[config.mk]
export PLATFORM = sky130hd
export DESIGN_NAME = snappy_job_dispatcher_flat
export DESIGN_NICKNAME = d
export VERILOG_FILES = /design/src/rtl/snappy_job_pkg.sv /design/src/rtl/snappy_job_dispatcher_if.sv /design/src/rtl/job_desc_fifo.sv /design/src/rtl/snappy_job_dispatcher.sv /design/src/flat_wrapper.sv
export SDC_FILE = /design/constraint.sdc
export NUM_CORES = 1
export LEC_CHECK = 0
export CORE_MARGIN = 4
export CORE_UTILIZATION = 43
export CTS_CLUSTER_SIZE = 8
export DETAILED_ROUTE_END_ITERATION = 12
export PLACE_DENSITY_LB_ADDON = 0.08
export SYNTH_ARGS = -nofsm -noshare
export SYNTH_HDL_FRONTEND = slang
export SYNTH_HIERARCHICAL = 1
export SYNTH_SLANG_ARGS = --single-unit
[constraint.sdc]
create_clock -name clk -period 9.05 [get_ports clk]
set_input_delay 1.3575 -clock clk [delete_from_list [all_inputs] [get_ports clk]]
set_output_delay 1.3575 -clock clk [all_outputs]
set_load 0.05 [all_outputs]
[src/rtl/snappy_job_pkg.sv]
// Shared types for the Snappy job dispatcher: descriptor layout, completion
// status codes and dispatcher FSM states.
package snappy_job_pkg;

   // Tag storage width inside a queued descriptor; TAG_W must not exceed it.
   localparam int DESC_TAG_W = 8;

   typedef struct packed {
      logic [63:0]           src;
      logic [63:0]           des;
      logic [34:0]           comp_len;
      logic [31:0]           decomp_len;
      logic [DESC_TAG_W-1:0] tag;
   } desc_t;

   localparam logic [1:0] STS_OK       = 2'b00;
   localparam logic [1:0] STS_ZERO_LEN = 2'b01;
   localparam logic [1:0] STS_TIMEOUT  = 2'b10;

   typedef enum logic [2:0] {IDLE, LAUNCH, RUN, DRAIN, REPORT} state_t;

endpackage

[src/rtl/snappy_job_dispatcher_if.sv]
// Bundles the job-submit, core-control and completion signals of the dispatcher.
// master = dispatcher side, slave = host/core environment side.
interface snappy_job_dispatcher_if #(
   parameter int DEPTH = 4,
   parameter int TAG_W = 8
);
   logic                     job_valid;
   logic                     job_ready;
   logic [63:0]              job_src_addr;
   logic [63:0]              job_des_addr;
   logic [34:0]              job_comp_len;
   logic [31:0]              job_decomp_len;
   logic [TAG_W-1:0]         job_tag;
   logic                     start;
   logic [63:0]              src_addr;
   logic [63:0]              des_addr;
   logic [34:0]              compression_length;
   logic [31:0]              decompression_length;
   logic                     done;
   logic                     idle;
   logic                     abort;
   logic                     cpl_valid;
   logic                     cpl_ready;
   logic [TAG_W-1:0]         cpl_tag;
   logic [1:0]               cpl_status;
   logic [$clog2(DEPTH):0]   pending;
   logic                     busy;

   modport master (
      input  job_valid, job_src_addr, job_des_addr, job_comp_len, job_decomp_len, job_tag,
      input  done, idle, cpl_ready,
      output job_ready, start, src_addr, des_addr, compression_length, decompression_length,
      output abort, cpl_valid, cpl_tag, cpl_status, pending, busy
   );

   modport slave (
      output job_valid, job_src_addr, job_des_addr, job_comp_len, job_decomp_len, job_tag,
      output done, idle, cpl_ready,
      input  job_ready, start, src_addr, des_addr, compression_length, decompression_length,
      input  abort, cpl_valid, cpl_tag, cpl_status, pending, busy
   );
endinterface

[src/rtl/job_desc_fifo.sv]
// Synchronous descriptor FIFO with occupancy count; head is read combinationally
// so the dispatcher can classify and capture it in the dequeue cycle.
module job_desc_fifo
   import snappy_job_pkg::*;
#(
   parameter int DEPTH = 4
) (
   input  logic                   clk,
   input  logic                   srst,
   input  logic                   wr_en,
   input  desc_t                  wr_data,
   input  logic                   rd_en,
   output desc_t                  rd_data,
   output logic [$clog2(DEPTH):0] count
);
   localparam int AW = $clog2(DEPTH);

   desc_t            mem [DEPTH];
   logic [AW-1:0]    wr_ptr_reg;
   logic [AW-1:0]    rd_ptr_reg;
   logic [AW:0]      count_reg;

   always_ff @(posedge clk) begin
      if (wr_en) mem[wr_ptr_reg] <= wr_data;
   end

   always_ff @(posedge clk) begin
      if (srst) begin
         wr_ptr_reg <= '0;
         rd_ptr_reg <= '0;
         count_reg  <= '0;
      end else begin
         if (wr_en) wr_ptr_reg <= wr_ptr_reg + 1'b1;
         if (rd_en) rd_ptr_reg <= rd_ptr_reg + 1'b1;
         count_reg <= count_reg + (AW+1)'(wr_en) - (AW+1)'(rd_en);
      end
   end

   assign rd_data = mem[rd_ptr_reg];
   assign count   = count_reg;
endmodule

[src/rtl/snappy_job_dispatcher.sv]
// Queues Snappy job descriptors and runs them one at a time on the decompressor.
// Optional watchdog with core abort: define JOB_TIMEOUT_EN.
module snappy_job_dispatcher
   import snappy_job_pkg::*;
#(
   parameter int DEPTH          = 4,
   parameter int TAG_W          = 8,
   parameter int TIMEOUT_CYCLES = 1048576
) (
   input logic                     clk,
   input logic                     rst,
   snappy_job_dispatcher_if.master bus
);
   localparam int CW = $clog2(DEPTH) + 1;

   if (DEPTH < 2 || (DEPTH & (DEPTH - 1)) != 0 || TAG_W > DESC_TAG_W || TIMEOUT_CYCLES < 2) begin : g_param_check
      $error("snappy_job_dispatcher: illegal parameterisation");
   end

   state_t           state_reg, state_next;
   desc_t            wr_desc, head;
   logic [CW-1:0]    count;
   logic             enq, deq, zero_len, tmo_hit;
   logic [63:0]      src_reg, des_reg;
   logic [34:0]      comp_reg;
   logic [31:0]      decomp_reg;
   logic [TAG_W-1:0] tag_reg;
   logic [1:0]       status_reg;

   assign bus.job_ready = (count != CW'(DEPTH));
   assign enq           = bus.job_valid && bus.job_ready;
   assign wr_desc       = '{src: bus.job_src_addr, des: bus.job_des_addr,
                            comp_len: bus.job_comp_len, decomp_len: bus.job_decomp_len,
                            tag: DESC_TAG_W'(bus.job_tag)};

   job_desc_fifo #(.DEPTH(DEPTH)) u_fifo (
      .clk     (clk),
      .srst    (rst),
      .wr_en   (enq),
      .wr_data (wr_desc),
      .rd_en   (deq),
      .rd_data (head),
      .count   (count)
   );

   assign zero_len = (head.comp_len == '0) || (head.decomp_len == '0);

`ifdef JOB_TIMEOUT_EN
   logic [31:0] tmo_cnt_reg;

   // Held at zero outside RUN, so it restarts from zero on every RUN entry.
   always_ff @(posedge clk) begin
      if (rst || state_reg != RUN) tmo_cnt_reg <= '0;
      else                         tmo_cnt_reg <= tmo_cnt_reg + 32'd1;
   end

   assign tmo_hit = (state_reg == RUN) && !bus.done && (tmo_cnt_reg == 32'(TIMEOUT_CYCLES - 1));
`else
   assign tmo_hit = 1'b0;
`endif

   always_ff @(posedge clk) begin
      if (rst) state_reg <= IDLE;
      else     state_reg <= state_next;
   end

   always_comb begin
      state_next = state_reg;
      deq        = 1'b0;
      case (state_reg)
         IDLE: begin
            if (count != '0 && bus.idle) begin
               deq        = 1'b1;
               state_next = zero_len ? REPORT : LAUNCH;
            end
         end
         LAUNCH: state_next = RUN;
         RUN:    if (bus.done || tmo_hit) state_next = DRAIN;
         DRAIN:  if (bus.idle) state_next = REPORT;
         REPORT: if (bus.cpl_ready) state_next = IDLE;
         default: state_next = IDLE;
      endcase
   end

   always_ff @(posedge clk) begin
      if (rst) begin
         src_reg    <= '0;
         des_reg    <= '0;
         comp_reg   <= '0;
         decomp_reg <= '0;
         tag_reg    <= '0;
         status_reg <= STS_OK;
      end else if (deq) begin
         src_reg    <= head.src;
         des_reg    <= head.des;
         comp_reg   <= head.comp_len;
         decomp_reg <= head.decomp_len;
         tag_reg    <= TAG_W'(head.tag);
         status_reg <= zero_len ? STS_ZERO_LEN : STS_OK;
      end else if (tmo_hit) begin
         status_reg <= STS_TIMEOUT;
      end
   end

   assign bus.start                = (state_reg == LAUNCH);
   assign bus.abort                = tmo_hit;
   assign bus.cpl_valid            = (state_reg == REPORT);
   assign bus.cpl_tag              = tag_reg;
   assign bus.cpl_status           = status_reg;
   assign bus.src_addr             = src_reg;
   assign bus.des_addr             = des_reg;
   assign bus.compression_length   = comp_reg;
   assign bus.decompression_length = decomp_reg;
   assign bus.pending              = count;
   assign bus.busy                 = (state_reg != IDLE) || (count != '0);
endmodule

[src/flat_wrapper.sv]
// flat-port wrapper written by rule: the top's interface ports become plain ports
module snappy_job_dispatcher_flat import snappy_job_pkg::*;
#(
   parameter int DEPTH          = 4,
   parameter int TAG_W          = 8,
   parameter int TIMEOUT_CYCLES = 1048576
)
  (clk, rst, bus_job_valid, bus_job_src_addr, bus_job_des_addr, bus_job_comp_len, bus_job_decomp_len, bus_job_tag, bus_done, bus_idle, bus_cpl_ready, bus_job_ready, bus_start, bus_src_addr, bus_des_addr, bus_compression_length, bus_decompression_length, bus_abort, bus_cpl_valid, bus_cpl_tag, bus_cpl_status, bus_pending, bus_busy);
  snappy_job_dispatcher_if #(.DEPTH(DEPTH), .TAG_W(TAG_W)) bus_i ();
  input logic clk;
  input logic rst;
  input wire logic [$bits(bus_i.job_valid)-1:0] bus_job_valid;
  input wire logic [$bits(bus_i.job_src_addr)-1:0] bus_job_src_addr;
  input wire logic [$bits(bus_i.job_des_addr)-1:0] bus_job_des_addr;
  input wire logic [$bits(bus_i.job_comp_len)-1:0] bus_job_comp_len;
  input wire logic [$bits(bus_i.job_decomp_len)-1:0] bus_job_decomp_len;
  input wire logic [$bits(bus_i.job_tag)-1:0] bus_job_tag;
  input wire logic [$bits(bus_i.done)-1:0] bus_done;
  input wire logic [$bits(bus_i.idle)-1:0] bus_idle;
  input wire logic [$bits(bus_i.cpl_ready)-1:0] bus_cpl_ready;
  output wire logic [$bits(bus_i.job_ready)-1:0] bus_job_ready;
  output wire logic [$bits(bus_i.start)-1:0] bus_start;
  output wire logic [$bits(bus_i.src_addr)-1:0] bus_src_addr;
  output wire logic [$bits(bus_i.des_addr)-1:0] bus_des_addr;
  output wire logic [$bits(bus_i.compression_length)-1:0] bus_compression_length;
  output wire logic [$bits(bus_i.decompression_length)-1:0] bus_decompression_length;
  output wire logic [$bits(bus_i.abort)-1:0] bus_abort;
  output wire logic [$bits(bus_i.cpl_valid)-1:0] bus_cpl_valid;
  output wire logic [$bits(bus_i.cpl_tag)-1:0] bus_cpl_tag;
  output wire logic [$bits(bus_i.cpl_status)-1:0] bus_cpl_status;
  output wire logic [$bits(bus_i.pending)-1:0] bus_pending;
  output wire logic [$bits(bus_i.busy)-1:0] bus_busy;
  assign bus_i.job_valid = bus_job_valid;
  assign bus_i.job_src_addr = bus_job_src_addr;
  assign bus_i.job_des_addr = bus_job_des_addr;
  assign bus_i.job_comp_len = bus_job_comp_len;
  assign bus_i.job_decomp_len = bus_job_decomp_len;
  assign bus_i.job_tag = bus_job_tag;
  assign bus_i.done = bus_done;
  assign bus_i.idle = bus_idle;
  assign bus_i.cpl_ready = bus_cpl_ready;
  assign bus_job_ready = bus_i.job_ready;
  assign bus_start = bus_i.start;
  assign bus_src_addr = bus_i.src_addr;
  assign bus_des_addr = bus_i.des_addr;
  assign bus_compression_length = bus_i.compression_length;
  assign bus_decompression_length = bus_i.decompression_length;
  assign bus_abort = bus_i.abort;
  assign bus_cpl_valid = bus_i.cpl_valid;
  assign bus_cpl_tag = bus_i.cpl_tag;
  assign bus_cpl_status = bus_i.cpl_status;
  assign bus_pending = bus_i.pending;
  assign bus_busy = bus_i.busy;
  snappy_job_dispatcher #(.DEPTH(DEPTH), .TAG_W(TAG_W), .TIMEOUT_CYCLES(TIMEOUT_CYCLES)) u_core (.clk(clk), .rst(rst), .bus(bus_i));
endmodule
==> impl_results.md <==
- Data arrival time of the worst path: 4.87 ns
- R2R setup slack: 4.79 ns
- Initial antenna violation count: 18
- Largest Register: u_core/u_fifo/mem
- Clk_skew: 0.01605 ns
- Worst slew pin tran: 1.085 ns
- Width of the die: 302.0 µm
- Relative slew slack: 27.65%
- Comb power frac: 24.7%
- Final Cell Area: 46610 µm²
- RSZ-0062 raised after global routing: false
- Synthesized area: 37150 µm²
- Sw Ratio: 30.42%
- Post-synth ARST share: 0%
- Sequential Power Share: 41.1%
- Largest register FFs: 812
- Most common flop cell mapped by yosys: edfxtp_1
- Slowest-stage cell, CP: dfxtp_4
- Crit. End Element: flop
- Synthesized flop and latch total: 1028
- Commonest non-fill, non-tap cell in the layout: edfxtp_1
- Drt total wl: 88910 µm
- Leakage dissipation: 14.83 nW
- Final nets: 2729
- Synth area leader: edfxtp_1
- Cts hold-fix bufs: 0
- Post-synth cell types: 37
- Dominant delay contributor by cell family on the critical path: simple AND/OR/NAND/NOR gates
- DR vias/cell: 5.173
- Vias in the first global route: 20529
- Psw: 4.488 mW
- Number of cell rows: 107
- Die height: 302.0 µm
- RD Place Congestion: 0.7412
- Largest cells by area after synthesis: edfxtp_1 (66%), mux4_2 (12%), dfxtp_1 (12%)
- Core area: 85410 µm²
- Yosys warns: 6
- Mapped Avg Cell Area: 18.23 µm²
- Fmax achieved: 234.5 MHz
- Dpl cell area: 42280 µm²
- Maximum vdd drop: 0.1730 mV
- Status: finished clean
- CP Launch Type: flop
- Post-CTS Resized: 0
- Endpoints failing setup: 0
- Port bufs: 419
- Synth Instances: 2038
- I/O Pins: 422
- CTS Buffer Depth: 3
- Clock Sinks: 1028
- Data required time of the worst path: 9.65 ns
- Max Slew Vio Count: 0
- Avg WL per Cell: 23.53 µm
- Grt ovf: 0
- CP max FO: 61
- Max incr delay on CP: 1.00 ns
- DPL Wire Length: 50670 µm
- Final worst-path cycle share: 47.12%
- Drt initial violations: 1184
- Clock Power Share: 34.1%
- Crit path cell chain: buf_4 > mux4_2 > nor4_1 > nand4_1 > or3_1 > a311oi_1
- Max_cap viols: 0
- WS Path Type: flop to flop
- Setup Buffers After CTS: 0
- Pin count of the biggest net entering global routing: 112
- Residual DRC count: 0
- Min cycle time layout: 4.265 ns
- Clock transition at path regs: 0.05 ns
- Clk_lat worst skew: 0.70 ns
- TritonCTS clock tree: done
- All-layer global routing usage: 19.58%
- Layout cells sized above 1: 15.23%
- Area growth syn-to-layout: 25.45%
- Setup TNS: 0 ns
- Buffers & Inverters on Critical Path: 1
- DR vias: 19545
- First-pass GRT wire length: 132100 µm
- Detail Route Antenna Nets: 0
- PD cells: 316.5 nW/µm²
- Total CTS buffers: 146
- Number of synthesized flops with an enable pin: 812
- Die area: 91170 µm²
- Final Hold Fails: 0
- Root buffer cell: clkbuf_16
- Pint: 10.26 mW
- Most frequent cells in the layout: edfxtp_1 (812), clkdlybuf4s50_1 (418), nand2_1 (408), dfxtp_1 (214), a21oi_1 (205)
- Starting Density: 43.50%
- Area share of the largest cell type after synthesis: 65.63%
- Tot Pwr: 14.75 mW
- Register area share after synthesis: 77.27%
- HP Class: flop to flop
- H-tree depth: 4
- Drt first pass iters: 5
==> power groups by stage <==
stage / registers, mW / logic, mW / clock network, mW
2_1_floorplan: 6.95 / 1.84 / 0
3_3_place_gp: 6.14 / 3.72 / 0
3_5_place_dp: 6.17 / 3.73 / 0
4_1_cts: 6.08 / 3.74 / 5.18
5_1_grt: 6.13 / 3.90 / 5.41
6_report: 6.07 / 3.64 / 5.04
==> final timing paths <==
path / endpoint / depth (start not counted) / from
max: u_core/bus.cpl_status[0] / 6 / flop
min: u_core/bus.des_addr[5] / 2 / u_core/bus.des_addr[5]
min reg2reg: u_core/bus.des_addr[5] / 2 / u_core/bus.des_addr[5]
max reg2reg: u_core/bus.cpl_status[0] / 6 / flop
==> metal layers <==
metal	GRT usage, %	part of all wire (%)
met2	32.21	50
met1	25.39	41
met5	0	0.12
met4	6.588	2.5
met3	5.325	6.3
==> Yosys cell counts, types with 2 or more instances <==
master and count:
mux2i_1 2, nand4_1 3, a311oi_1 2, a21oi_1 205, buf_2 46, xnor2_1 2
buf_6 30, nor2_1 9, and2_1 6, mux4_2 203, nand2_1 408, nor3b_1 2
edfxtp_1 812, buf_4 9, dfxtp_1 216, clkbuf_1 31, ha_1 6, inv_1 8
nor2b_1 2, nand3_1 3, nor4b_1 2, nor4_1 16
==> logic make-up (layout without fill, tap and decap cells) <==
group           count (synthesis)  count (layout)  share of synthesized area [%]
flops                        1028            1028                          77.27
simple gates                  459             459                          5.001
compound gates                210             210                          2.883
mux                           205             205                          12.36
buf+inv                       125             712                          2.115
fa+ha+maj                       7               7                         0.2559
xor+xnor                        3               3                         0.1111
other cells                     1              10                        0.01009
==> worst reg2reg max path, stage by stage, from the launching register on <==
cell and delay [ns]:
dfxtp_4 1.00, buf_4 0.92, mux4_2 0.55, nor4_1 0.68, nand4_1 0.17, or3_1 0.57
a311oi_1 0.29
==> area by class of cell <==
| class | instances | area (µm²) |
|---|---|---|
| tap | 1144 | 1431 |
| timing repair buffer | 442 | 4420 |
| sequential | 1028 | 28720 |
| antenna | 8 | 20.02 |
| clock buffer | 252 | 4179 |
| clock inverter | 9 | 127.6 |
| multi-input combinational | 886 | 7675 |
| fill | 6967 | 38800 |
| inverter | 9 | 41.29 |
==> metrics by stage <==
stage	utilization, %	setup slack [ns]	instances	hold slack [ns]
floorplan	-	2.243	2039	0.4918
global placement	49.50	4.390	3509	0.4425
detailed placement	49.50	4.337	3509	0.4455
CTS	54.55	4.700	3770	0.4526
global route	54.55	4.624	3773	0.4653
finish	54.57	4.785	3778	0.4506
(Power assumes the default switching activity.)
